<file path="src/rtl/mips_fetch.sv">
// Instruction fetch unit: PC register, req/ack fetch from instruction memory, and an
// instruction register with jump/branch next-PC selection. Optional counter: `MIPS_FETCH_COUNT_EN.
module mips_fetch #(
    parameter logic [31:0] RESET_PC = 32'h0000_0000
) (
    input  logic        clk,
    input  logic        rst,
    output logic        imem_req,
    output logic [31:0] imem_addr,
    input  logic        imem_ack,
    input  logic [31:0] imem_rdata,
    output logic [31:0] inst,
    output logic        inst_valid,
    input  logic        inst_ready,
    output logic [31:0] pc_out,
    output logic [31:0] pc_plus4,
    input  logic        Jump,
    input  logic        Branch,
    input  logic        zero,
    output logic [31:0] fetch_count
);

    typedef enum logic [1:0] {
        ST_RST  = 2'd0,
        ST_REQ  = 2'd1,
        ST_HOLD = 2'd2
    } state_e;

    state_e      state_q, state_d;
    logic [31:0] pc_q, pc_d;
    logic [31:0] inst_q, inst_d;
    logic [31:0] pc_out_q, pc_out_d;
    logic [31:0] branch_off;
    logic [31:0] jump_tgt;
    logic [31:0] next_pc;
    logic        accept;

    assign pc_plus4   = pc_out_q + 32'd4;
    assign branch_off = {{14{inst_q[15]}}, inst_q[15:0], 2'b00};
    assign jump_tgt   = {pc_plus4[31:28], inst_q[25:0], 2'b00};
    assign accept     = (state_q == ST_HOLD) && inst_ready;

    // Jump outranks a taken branch; no delay slot, so the target follows the current inst.
    always_comb begin
        if (Jump) begin
            next_pc = jump_tgt;
        end else if (Branch && zero) begin
            next_pc = pc_plus4 + branch_off;
        end else begin
            next_pc = pc_plus4;
        end
    end

    always_comb begin
        // NOTE: every signal gets a hold-value default before the case, so no path leaves
        // a signal unassigned and no latch is inferred.
        state_d  = state_q;
        pc_d     = pc_q;
        inst_d   = inst_q;
        pc_out_d = pc_out_q;
        case (state_q)
            ST_RST: state_d = ST_REQ;
            ST_REQ: begin
                if (imem_ack) begin
                    inst_d   = imem_rdata;
                    pc_out_d = pc_q;
                    state_d  = ST_HOLD;
                end
            end
            ST_HOLD: begin
                if (accept) begin
                    pc_d    = next_pc;
                    state_d = ST_REQ;
                end
            end
            default: state_d = ST_RST;
        endcase
    end

    // NOTE: state flops use non-blocking assignments and an asynchronous reset, so
    // outputs return to reset values the moment rst rises, independent of clk.
    always_ff @(posedge clk or posedge rst) begin
        if (rst) begin
            state_q  <= ST_RST;
            pc_q     <= RESET_PC;
            inst_q   <= 32'h0;
            pc_out_q <= RESET_PC;
        end else begin
            state_q  <= state_d;
            pc_q     <= pc_d;
            inst_q   <= inst_d;
            pc_out_q <= pc_out_d;
        end
    end

    assign imem_req   = (state_q == ST_REQ);
    assign imem_addr  = pc_q;
    assign inst       = inst_q;
    assign inst_valid = (state_q == ST_HOLD);
    assign pc_out     = pc_out_q;

`ifdef MIPS_FETCH_COUNT_EN
    logic [31:0] fetch_count_q, fetch_count_d;

    always_comb begin
        fetch_count_d = fetch_count_q;
        if (accept) begin
            fetch_count_d = fetch_count_q + 32'd1;
        end
    end

    always_ff @(posedge clk or posedge rst) begin
        if (rst) begin
            fetch_count_q <= 32'h0;
        end else begin
            fetch_count_q <= fetch_count_d;
        end
    end

    assign fetch_count = fetch_count_q;
`else
    assign fetch_count = 32'h0;
`endif

endmodule

</file>
<file path="config.mk">
export PLATFORM = sky130hd
export DESIGN_NAME = mips_fetch
export DESIGN_NICKNAME = d
export VERILOG_FILES = /design/src/rtl/mips_fetch.sv
export SDC_FILE = /design/constraint.sdc
export NUM_CORES = 1
export LEC_CHECK = 0
export CAP_MARGIN = 20
export CORE_MARGIN = 2
export CORE_UTILIZATION = 53
export CTS_CLUSTER_SIZE = 12
export DETAILED_ROUTE_END_ITERATION = 12
export DONT_BUFFER_PORTS = 1
export MAX_ROUTING_LAYER = met4
export PLACE_DENSITY = 0.77
export SLEW_MARGIN = 20
export SYNTH_ARGS = -nofsm -noshare
export SYNTH_HDL_FRONTEND = slang
export SYNTH_SLANG_ARGS = --single-unit
</file>
<file path="constraint.sdc">
create_clock -name clk -period 3.6 [get_ports clk]
set_input_delay 0.54 -clock clk [delete_from_list [all_inputs] [get_ports clk]]
set_output_delay 0.54 -clock clk [all_outputs]
set_load 0.01 [all_outputs]
</file>
# Word level (Yosys, flattened, before mapping)
# Index checks and enable logic that the tools add are counted.
# Widths: inputs -> output; s select.
# classes
mux	5
n_eq_ne	4
n_addsub	2
reduce_logical	6
# ops
operator	n
$mux 32	2
$add 32x3->32 const B	1
$add 32x32->32	1
$pmux 2 s3	1
$reduce_and 2->1	3
$mux 2	2
$ne 2x1->1 const B	2
$eq 2x1->1 const B	1
$eq 2x2->1 const B	1
$logic_and 1x1->1	2
$logic_not 2->1	1
# word_totals
reg_bits	98
output_inout_bits	162

# Depth between registers and ports, before layout
# depth
word_depth	4
mapped_depth	17

# Worst setup path before layout
# No wires, ideal clock.
# synth_timing
path_type	register to register
start	reg pc_out_q[2] (netlist: pc_out[2])
end	reg pc_q[23] (netlist: imem_addr[23])
n_path_buf	1
path_slack_ps	-48
setup_ps	126
required_ps	3474
period_less_slack_ps	3648
arrival_time_ps	3522
stages_incl_launch_ff	17
cell_sequence	dfrtp_1 ha_1 nand2_1 nor2_1 nand3_1 xnor2_1 ha_1 buf_4 nand4_1 o211ai_2 a2111o_1 o221a_1 nor4b_2 o21ai_1 xnor2_1 o21ai_1 a221o_1
# synth_via
elab_chain_len	4
# synth_lines
item	line	source
from (decl)	32	logic [31:0] pc_out_q, pc_out_d;
from (signal assigned)	92	pc_out_q <= pc_out_d;
$add 32x3->32	38	assign pc_plus4 = pc_out_q + 32'd4;
via pc_plus4[12]	16	output logic [31:0] pc_plus4,
$add 32x32->32	48	next_pc = pc_plus4 + branch_off;
$mux 32	47	end else if (Branch && zero) begin
$mux 32	45	if (Jump) begin
to (signal assigned)	90	pc_q <= pc_d;
to (decl)	30	logic [31:0] pc_q, pc_d;
# The timed path passes the listed nets, and every way through them passes these cells.
# A chain may end at the register's enable or synchronous reset.

# Final worst setup path
# layout_timing
start	reg pc_out_q[2] (netlist: pc_out[2])
end	reg pc_q[23] (netlist: imem_addr[23])
# layout_via
elab_chain_len	4
# layout_lines
item	line
$add 32x3->32 (*)	38
$add 32x32->32	48
$mux 32 (*)	47
$mux 32 (*)	45
# Mark *: on every way between the ends. The rest lies on a longest branch, timed or not.

==> impl_metrics.tcl <==
set metrics [dict create \
    status "completed" \
    p_leak_nw 3.43 \
    area_growth_syn_to_layout_pct 13.6 \
    dp_hpwl_mm 13.5 \
    fin_skew_ps 7.92 \
    drc_errors 0 \
    slowest_stage "a2111o_1" \
    final_util_pct 61.8 \
    startpoint_type "register" \
    cp-startpoint "pc_out[2]" \
    final_net_count 815 \
    synthCells 689 \
    die_area_mm2 0.0132 \
    ir_drop_uv 501 \
    syn_avg_cell_area_um2 9.49 \
    hp-class "primary input to async pin" \
    end_kind "register" \
    clkSinkCount 98 \
    crit_arrival_ps 3790 \
    wl_mm 17.9 \
    cts_tree "yes" \
    cts_hold_buf 0 \
    cts_buffer_depth 2 \
    core-area_mm2 0.0120 \
    cap_violations 0 \
    multiInputGateArea_mm2 0.00390 \
    cpPeakStageDelay_ps 400 \
    first_iter_violations 235 \
    dpl_cell_area_mm2 0.00697 \
    io_pins 201 \
    antenna_cells 0 \
    synth-main-ff-cell "dfrtp_1" \
    criticalPathCategory "register to register" \
    path_max_fanout 6 \
    vias 5384 \
    maxSlewViolCount 0 \
    cts-root-buf "clkbuf_16" \
    place.gp.congestion 0.960 \
    die_y_um 115 \
    reg2reg_from "pc_out[2]" \
    setup_viol 0 \
    initial_core_util_pct 54.4 \
    hold_viol 0 \
    fillers 1053 \
    grt_pass1_wl_mm 27.7 \
    rsz0062_at_grt "yes" \
    grt_max_degree 77 \
    worst_pin_slew_ps 1030 \
    grt_usage_pct 27.9 \
    fmax_mhz 282 \
    cp_data_required_time_ps 3840 \
    critPathTopFamily "compound AO/OA/AOI/OAI gates" \
    grt_overflow_total 0 \
    first_global_vias 5271 \
    htree_levels 3 \
    design_area_mm2 0.00743 \
    clk_pin_slew_ps 70 \
    final_antenna_net_count 0 \
    dr.pass1.iters 5 \
    synth_seq_area_share_pct 37.5 \
    synth_edf_count 0 \
    drive_gt1_share_pct 25.7 \
    synth_cell_types 68 \
    synth_area_mm2 0.00654 \
    ff_latch_area_mm2 0.00245 \
    finalCriticalPeriod_ps 3550 \
    port_buffers 0 \
    synth_warnings 0 \
    viasPerCell 6.04 \
    power.density_mw_per_mm2 1060 \
    synth_seq_cells 98 \
    slew_headroom_pct 31.6 \
    setup_tns_ps 0 \
    grt_antenna_before_repair 0 \
    die_w_um 115 \
    cp_num_buf_inv 2 \
    async_flop_share_pct 100 \
    period_share_pct 98.5 \
    crit_top_cell "nand2_1" \
    clock_latency_ps 350 \
    numCtsBuffers 9 \
    wire_per_inst_um 20.1 \
    whs_ps 263 \
    rows 40 \
    path_cells "buf_6 > nand2_1 > nor3_2 > buf_4 > nand2_1 > xnor2_2 > ha_4 > nand4_1 > o211ai_2 > a2111o_1 > o221a_1 > nor4b_4 > o21ai_2 > xnor2_1 > o21ai_1 > a221o_1" \
]
## area by class of cell
class	count	area share (%)
Clock inverter	6	0.893
Clock buffer	10	3.08
Sequential cell	98	33.0
Multi-Input combinational cell	545	52.5
Timing Repair Buffer	72	7.33
Tap cell	147	2.48
Inverter	13	0.691
## per-stage QoR
stage / power [mW] / std cells / worst slack (ps)
3_5_place_dp: 6.70 / 870 / 6.39
5_1_grt: 8.47 / 891 / -124
3_3_place_gp: 6.60 / 870 / 18.8
6_report: 7.90 / 891 / 52.2
4_1_cts: 7.72 / 887 / -4.61
2_1_floorplan: 5.36 / 720 / 13.9
## routing by layer
layer	wire length, um	GRT usage [%]
met4	368	9.96
met3	1370	6.75
met2	8610	44.4
met1	7540	34.7
met5	0	-
## worst reg2reg max path, cell delays in order, from the launching register on
cell      delay (ps)
dfrtp_1          370
buf_6            140
nand2_1           80
nor3_2           230
buf_4            200
nand2_1          100
xnor2_2          220
ha_4             250
nand4_1           90
o211ai_2         120
a2111o_1         400
o221a_1          260
nor4b_4          230
o21ai_2          120
xnor2_1          210
o21ai_1           80
a221o_1          340
## final timing paths
path	slack (ps)	cells after the start	endpoint
worst min register to register	510	1	state_q[0]
worst max-delay path	50	16	imem_addr[23]
max in group asynchronous	2570	2	inst[11]
min in group clk	300	1	state_q[0]
worst max register to register	50	16	imem_addr[23]
worst min-delay path	260	1	imem_addr[2]
## cells in the final DEF (no fill, tap or decap), types with 5 or more instances in the layout
cell type / n
nand2_1: 86
conb_1: 32
o21ai_0: 53
o21ai_1: 7
clkbuf_16: 9
a21o_1: 12
mux2_2: 64
a21oi_1: 27
xnor2_1: 26
xnor2_2: 8
nand2b_1: 7
nor2_1: 37
buf_4: 71
and3_1: 7
nand4_1: 9
a211oi_1: 6
xor2_1: 17
a22oi_1: 5
o211ai_1: 10
dfrtp_1: 98
nand3_1: 20
inv_1: 12
ha_1: 33
## flip-flops by register name, summed over array words and instances, names as in the netlist
name       count
inst          32
state_q        2
pc_out        32
imem_addr     32
## logic make-up (layout without fill, tap and decap cells)
logic type               Yosys count  after routing  share of synthesized area [%]
AO/OA/AOI/OAI                    162            162                           16.1
XOR/XNOR                          51             51                           6.83
flip-flops                        98             98                           37.5
adder cells (fa/ha/maj)           37             37                           7.19
other                              1             32                         0.0573
buffers and inverters             77            101                           6.81
multiplexers                      67             67                           11.5
AND/OR/NAND/NOR                  196            196                           14.0
## timing repair
action	in CTS	in global routing
pin swaps	1	9
endpoints found under the setup margin	1	13
resized for setup	1	23
setup buffers	1	4
## cell usage after synthesis (2+ instances only)
master,instances,share of area (%)
o21bai_1,3,0.34
dfrtp_1,98,37
o21ai_1,6,0.46
and3_1,7,0.67
nand3_1,21,1.6
o211ai_1,10,1.1
o2111ai_1,2,0.27
a31oi_1,4,0.38
a21o_1,12,1.4
mux2i_1,3,0.46
a21oi_1,30,2.3
nor4_1,2,0.19
nand2b_1,7,0.67
ha_1,36,6.9
nand2_1,87,5.0
nor2b_1,4,0.38
nor3_1,4,0.31
a2111o_1,2,0.34
and4_1,2,0.27
inv_1,13,0.75
mux2_2,64,11
xor2_1,17,2.3
o31ai_1,2,0.23
buf_4,36,4.1
a211oi_1,6,0.69
o21ai_0,55,4.2
clkbuf_1,23,1.3
nor2_1,39,2.2
buf_2,3,0.23
nand4_1,9,0.86
a211oi_2,2,0.38
xnor2_1,34,4.6
o21a_1,2,0.23
o221ai_1,2,0.27
a22oi_1,5,0.57
and2_1,3,0.29
a31o_2,3,0.40
## power by group
part	switching [mW]	total [mW]	internal [mW]
clock network	0.425	0.964	0.540
logic	2.47	4.60	2.13
registers	0.744	2.33	1.59
total	3.64	7.90	4.26
No activity file was read; power rests on OpenSTA's default activity.
